## src/rtl/tnn_sample_sequencer.sv

```systemverilog
// ---------------------------------------------------------------------------
// tnn_sample_sequencer
//
// Front-end controller for a purely combinational TNN classifier core.
// A serial feature stream (valid/ready) is assembled into one sample per
// frame. The sample is presented to the core through a registered vector. The
// core decision is captured and returned on a result handshake. Saturating
// statistics count the good results.
//
// Framing errors are handled as follows:
//   - short frame (feat_last before N_FEAT features): an error result is
//     produced at once.
//   - long frame (no feat_last on the N_FEAT-th feature): the remaining
//     features are drained up to feat_last, then an error result is produced.
// An error result always carries res_class = 0. It is never counted.
//
// Optional build macro:
//   TNN_SEQ_EVAL2_EN - EVAL lasts two cycles, so the core path may take two
//                      clock periods (multicycle). Undefined: one-cycle EVAL.
//
// Ports:
//   clk, rst              clock, synchronous active-high reset
//   feat_valid/ready      feature stream handshake
//   feat_data, feat_last  feature value, end-of-frame marker
//   core_vec              registered sample; feature k at [FEAT_W*k +: FEAT_W]
//   core_out              combinational core decision
//   res_valid/ready       result handshake
//   res_class, res_err    captured class (0 on error), framing-error flag
//   clr_cnt               counter clear, wins over a coinciding result
//   cnt_total, cnt_pos    good results delivered / of those with class 1
// ---------------------------------------------------------------------------
module tnn_sample_sequencer #(
    parameter int N_FEAT = 6,
    parameter int FEAT_W = 2,
    parameter int CNT_W  = 16
) (
    input  logic                       clk,
    input  logic                       rst,
    input  logic                       feat_valid,
    output logic                       feat_ready,
    input  logic [FEAT_W-1:0]          feat_data,
    input  logic                       feat_last,
    output logic [N_FEAT*FEAT_W-1:0]   core_vec,
    input  logic                       core_out,
    output logic                       res_valid,
    input  logic                       res_ready,
    output logic                       res_class,
    output logic                       res_err,
    input  logic                       clr_cnt,
    output logic [CNT_W-1:0]           cnt_total,
    output logic [CNT_W-1:0]           cnt_pos
);

    localparam int               IDX_W    = (N_FEAT > 1) ? $clog2(N_FEAT) : 1;
    localparam logic [IDX_W-1:0] LAST_IDX = IDX_W'(N_FEAT - 1);
    localparam logic [CNT_W-1:0] CNT_MAX  = {CNT_W{1'b1}};

    typedef enum logic [1:0] {
        S_COLLECT = 2'd0,
        S_DRAIN   = 2'd1,
        S_EVAL    = 2'd2,
        S_HOLD    = 2'd3
    } state_e;

    state_e                          state_q,     state_d;
    logic [IDX_W-1:0]                idx_q,       idx_d;
    logic [N_FEAT-1:0][FEAT_W-1:0]   vec_q,       vec_d;
    logic                            feat_ready_q, feat_ready_d;
    logic                            res_valid_q, res_valid_d;
    logic                            res_class_q, res_class_d;
    logic                            err_q,       err_d;
    logic [CNT_W-1:0]                cnt_total_q, cnt_total_d;
    logic [CNT_W-1:0]                cnt_pos_q,   cnt_pos_d;
`ifdef TNN_SEQ_EVAL2_EN
    logic                            eval_cnt_q,  eval_cnt_d;
`endif

    logic feat_fire;
    logic res_fire;

    assign feat_fire = feat_valid & feat_ready_q;
    assign res_fire  = res_valid_q & res_ready;

    always_comb begin
        state_d     = state_q;
        idx_d       = idx_q;
        vec_d       = vec_q;
        res_class_d = res_class_q;
        err_d       = err_q;
        cnt_total_d = cnt_total_q;
        cnt_pos_d   = cnt_pos_q;
`ifdef TNN_SEQ_EVAL2_EN
        eval_cnt_d  = eval_cnt_q;
`endif

        unique case (state_q)
            S_COLLECT: begin
                if (feat_fire) begin
                    vec_d[idx_q] = feat_data;
                    if (idx_q == LAST_IDX) begin
                        idx_d = '0;
                        if (feat_last) begin
                            state_d = S_EVAL;
                        end else begin
                            // Long frame: sample is full, swallow the rest.
                            err_d       = 1'b1;
                            res_class_d = 1'b0;
                            state_d     = S_DRAIN;
                        end
                    end else if (feat_last) begin
                        // Short frame: report immediately, core is not consulted.
                        idx_d       = '0;
                        err_d       = 1'b1;
                        res_class_d = 1'b0;
                        state_d     = S_HOLD;
                    end else begin
                        idx_d = idx_q + IDX_W'(1);
                    end
                end
            end

            S_DRAIN: begin
                if (feat_fire && feat_last) begin
                    state_d = S_HOLD;
                end
            end

            S_EVAL: begin
`ifdef TNN_SEQ_EVAL2_EN
                // First cycle only lets the core settle; sample on the second.
                if (!eval_cnt_q) begin
                    eval_cnt_d = 1'b1;
                end else begin
                    eval_cnt_d  = 1'b0;
                    res_class_d = core_out;
                    state_d     = S_HOLD;
                end
`else
                res_class_d = core_out;
                state_d     = S_HOLD;
`endif
            end

            S_HOLD: begin
                if (res_fire) begin
                    err_d   = 1'b0;
                    state_d = S_COLLECT;
                end
            end

            default: state_d = S_COLLECT;
        endcase

        // Counters: clear wins over a coinciding good result.
        if (clr_cnt) begin
            cnt_total_d = '0;
            cnt_pos_d   = '0;
        end else if (res_fire && !err_q) begin
            if (cnt_total_q != CNT_MAX) cnt_total_d = cnt_total_q + CNT_W'(1);
            if (res_class_q && (cnt_pos_q != CNT_MAX)) cnt_pos_d = cnt_pos_q + CNT_W'(1);
        end

        // Handshake outputs follow the next state so they are plain flops.
        feat_ready_d = (state_d == S_COLLECT) || (state_d == S_DRAIN);
        res_valid_d  = (state_d == S_HOLD);
    end

    always_ff @(posedge clk) begin
        if (rst) begin
            state_q      <= S_COLLECT;
            idx_q        <= '0;
            vec_q        <= '0;
            feat_ready_q <= 1'b1;
            res_valid_q  <= 1'b0;
            res_class_q  <= 1'b0;
            err_q        <= 1'b0;
            cnt_total_q  <= '0;
            cnt_pos_q    <= '0;
`ifdef TNN_SEQ_EVAL2_EN
            eval_cnt_q   <= 1'b0;
`endif
        end else begin
            state_q      <= state_d;
            idx_q        <= idx_d;
            vec_q        <= vec_d;
            feat_ready_q <= feat_ready_d;
            res_valid_q  <= res_valid_d;
            res_class_q  <= res_class_d;
            err_q        <= err_d;
            cnt_total_q  <= cnt_total_d;
            cnt_pos_q    <= cnt_pos_d;
`ifdef TNN_SEQ_EVAL2_EN
            eval_cnt_q   <= eval_cnt_d;
`endif
        end
    end

    assign feat_ready = feat_ready_q;
    assign core_vec   = vec_q;
    assign res_valid  = res_valid_q;
    assign res_class  = res_class_q;
    assign res_err    = err_q;
    assign cnt_total  = cnt_total_q;
    assign cnt_pos    = cnt_pos_q;

endmodule

```

## config.mk

```make
export PLATFORM = sky130hd
export DESIGN_NAME = tnn_sample_sequencer
export DESIGN_NICKNAME = d
export VERILOG_FILES = /design/src/rtl/tnn_sample_sequencer.sv
export SDC_FILE = /design/constraint.sdc
export NUM_CORES = 1
export LEC_CHECK = 0
export BUFFER_PORTS_ARGS = -buffer_cell sky130_fd_sc_hd__buf_4
export CAP_MARGIN = 0
export CORE_MARGIN = 10
export CORE_UTILIZATION = 28
export CTS_BUF_LIST = sky130_fd_sc_hd__clkbuf_4 sky130_fd_sc_hd__clkbuf_8
export CTS_CLUSTER_SIZE = 10
export DETAILED_ROUTE_END_ITERATION = 16
export GPL_ROUTABILITY_DRIVEN = 0
export GPL_TIMING_DRIVEN = 0
export HOLD_SLACK_MARGIN = 0.02
export SETUP_SLACK_MARGIN = 0.02
export SKIP_CTS_REPAIR_TIMING = 1
export SYNTH_ARGS = -nofsm -noshare
export SYNTH_HDL_FRONTEND = slang
export SYNTH_SLANG_ARGS = --single-unit
```

## constraint.sdc

```tcl
create_clock -name clk -period 4.2 [get_ports clk]
set_input_delay 0.63 -clock clk [delete_from_list [all_inputs] [get_ports clk]]
set_output_delay 0.63 -clock clk [all_outputs]
set_load 0.005 [all_outputs]
```

==> run summary <==
Core Area = 0.009153 mm2
worst-skew pair later-pin latency = 0.31 ns
Synth area leaders = dfxtp_1, mux2i_1, nand2_1
Data arrival, critical path = 2.24 ns
f_max = 489.0 MHz
clk slew on worst S/H paths = 0.10 ns
outcome = finished, final reports clean
Die Y = 116.4 um
Max-Cap Viols = 0
DRC viols = 0
WL per Instance = 15.35 um
row count = 35
P_int = 0.6619 mW
setup violators final = 0
worst setup path endpoint = cnt_pos[3]$_SDFFE_PP0P_
DRT Pass-1 Iters = 4
layout cell share with drive strength beyond 1 = 0.2153
Final Critical Period = 2.045 ns
Startpoint Class = register
Top Ports = 57
DRT antenna net count = 0
Worst Path Required = 4.40 ns
global route total overflow = 0
RSZ-0062 raised after global routing = no
DR vias = 2467
Syn Std Cell Area = 0.002600 mm2
Port Buf Inserts = 55
Gate power share = 0.070
switching power total = 0.2135 mW
die area = 0.01354 mm2
Netlist cell types = 48
peak supply drop = 0.1365 mV
flops & latches, synth = 53
Syn Inst Count = 290
Crit. End Element = register
sw frac = 0.2439
Most used DFF post-synth = dfxtp_1
crit-path max FO = 7
Hold Vio Cnt, Final = 0
ANT cells = 0
number of flops mapped to enable cells by yosys = 0
Synthesis Warnings = 0
largest net degree at the start of global routing = 17
Slew @ Worst Pin = 1.039 ns
first-pass GRT wire length = 11700 um
worst reg2reg path depth = 4
TNS Setup = 0 ns
Layout Cell Area excl Fill = 0.003243 mm2
FFs w/ async S/R, synth = 0
H-tree depth = 2
vias per cell = 5.317
WS Path Type = reg2reg
Mapped Avg Cell Area = 8.965 um2
Total Wirelength = 7121 um
Pleak = 1.215 nW
Synth top cells by count = dfxtp_1, nand2_1, nor2_1
Critical R2R Capture = cnt_pos[3]$_SDFFE_PP0P_
Initial Utilization = 0.2841
clock share of power = 0.339
pwr dens = 269.9 mW/mm2
Flop pwr share = 0.591
CTS root buf = clkbuf_8
share of the synthesized area in the top cell type = 0.4081
Tot GR Track Use = 0.1054
antenna violations before repair = 0
clock buffer depth = 2
count leader, synth = dfxtp_1
Final Util = 0.3543
Slew Limit Fails = 0
Setup Skew = 0.01056 ns
Critical path origin = cnt_pos[6]$_SDFFE_PP0P_
RR Startpoint = cnt_pos[6]$_SDFFE_PP0P_
number of global-route vias before repair = 2352
period utilization = 0.4869
P&R area growth vs syn = 24.74%
cell taking the most area after synthesis = dfxtp_1
nets@finish = 365
DR iter-0 viols = 112
die width = 116.4 um
worst hold path class = reg2reg
Num CTS Buffers = 5
clock sink count = 53
Cell Area, Placed = 0.003152 mm2
syn nets = 303
final hold slack = 0.5038 ns
Slew HR = 0.3012
reg-to-reg slack, setup = 2.16 ns
Seq/Total Area, Yosys = 0.4081
CTS tree = built
hpwl dp = 5380 um
[placed cells by master, fill, tap and decap left out, types with 4 or more instances in the layout]
cell / synthesis / layout
or3_1: 9 / 9
o31ai_1: 9 / 9
o311ai_0: 4 / 4
o21ai_0: 7 / 7
and3_1: 7 / 7
a31oi_1: 5 / 5
nor3_1: 5 / 5
nor2_1: 22 / 22
inv_1: 7 / 7
clkbuf_1: 8 / 8
o41ai_1: 4 / 4
nand2_1: 25 / 25
dfxtp_1: 53 / 53
nand3_1: 13 / 13
mux2i_1: 21 / 21
nor4_1: 6 / 6
ha_1: 4 / 4
and4_1: 7 / 7
or4_1: 8 / 8
clkbuf_8: 2 / 7
a21oi_1: 18 / 18
nand4_1: 8 / 8
buf_4: 0 / 55
[through the flow]
| stage | power [mW] | setup WS, ns | std cells |
|---|---|---|---|
| final | 0.8754 | 2.155 | 464 |
| after global routing | 0.9175 | 1.904 | 464 |
| after CTS | 0.8872 | 2.208 | 464 |
| after detailed placement | 0.5909 | 1.942 | 456 |
| after global placement | 0.5898 | 2.021 | 456 |
| after floorplan | 0.5627 | 2.396 | 290 |
[cell type report]
type | instances | area [um2]
Buffer | 12 | 67.56
Clock buffer | 6 | 76.32
Clock inverter | 2 | 15.01
Fill cell | 972 | 5909
Inverter | 7 | 26.28
Multi-Input combinational cell | 218 | 1445
Sequential cell | 53 | 1061
Tap cell | 111 | 138.9
Timing Repair Buffer | 55 | 412.9
[metal layers]
| metal | vias up | share of wire | global-route usage |
|---|---|---|---|
| met5 | - | 0 | 0 |
| met4 | 0 | 0.0074 | 0.02752 |
| met3 | 7 | 0.068 | 0.03287 |
| met2 | 59 | 0.45 | 0.1655 |
| met1 | 1160 | 0.47 | 0.1363 |
| li1 | 1241 | - | - |
[critical path, stage by stage (launching register included)]
cell and delay, ns:
dfxtp_1 0.47, nand4_2 0.20, nor4_1 0.88, a31oi_1 0.22
mux2i_1 0.16
[cell families after synthesis]
logic type | share of synthesized area
buffers and inverters | 0.03609
AOI/OAI and AO/OA | 0.1593
and+or+nand+nor | 0.2887
adders and majority gates | 0.01925
DFF | 0.4081
xor gates and xnor gates | 0.003369
muxes | 0.08518
[flip-flops by register name (all words and copies together) (netlist names)]
name and flops:
cnt_pos 16, cnt_total 16, core_vec 12, feat_ready 1
idx_q 3, res_class 1, res_err 1, res_valid 1
state_q 2
[worst min path at each step]
stage	start	endpoint	cells after the start	slack [ns]
2_1_floorplan	cnt_pos[4]$_SDFFE_PP0P_	cnt_pos[4]$_SDFFE_PP0P_	1	0.46
3_3_place_gp	cnt_pos[4]$_SDFFE_PP0P_	cnt_pos[4]$_SDFFE_PP0P_	1	0.48
3_5_place_dp	cnt_pos[4]$_SDFFE_PP0P_	cnt_pos[4]$_SDFFE_PP0P_	1	0.47
4_1_cts	cnt_pos[4]$_SDFFE_PP0P_	cnt_pos[4]$_SDFFE_PP0P_	1	0.51
5_1_grt	cnt_pos[4]$_SDFFE_PP0P_	cnt_pos[4]$_SDFFE_PP0P_	1	0.55
6_report	cnt_pos[4]$_SDFFE_PP0P_	cnt_pos[4]$_SDFFE_PP0P_	1	0.50
[power by group through the flow]
stage	combinational (mW)	sequential, mW	clock, mW
2_1_floorplan	0.0355	0.527	0
3_3_place_gp	0.0611	0.529	0
3_5_place_dp	0.0620	0.529	0
4_1_cts	0.0623	0.517	0.308
5_1_grt	0.0680	0.519	0.331
6_report	0.0613	0.517	0.297
No activity file was read; power rests on OpenSTA's default activity.
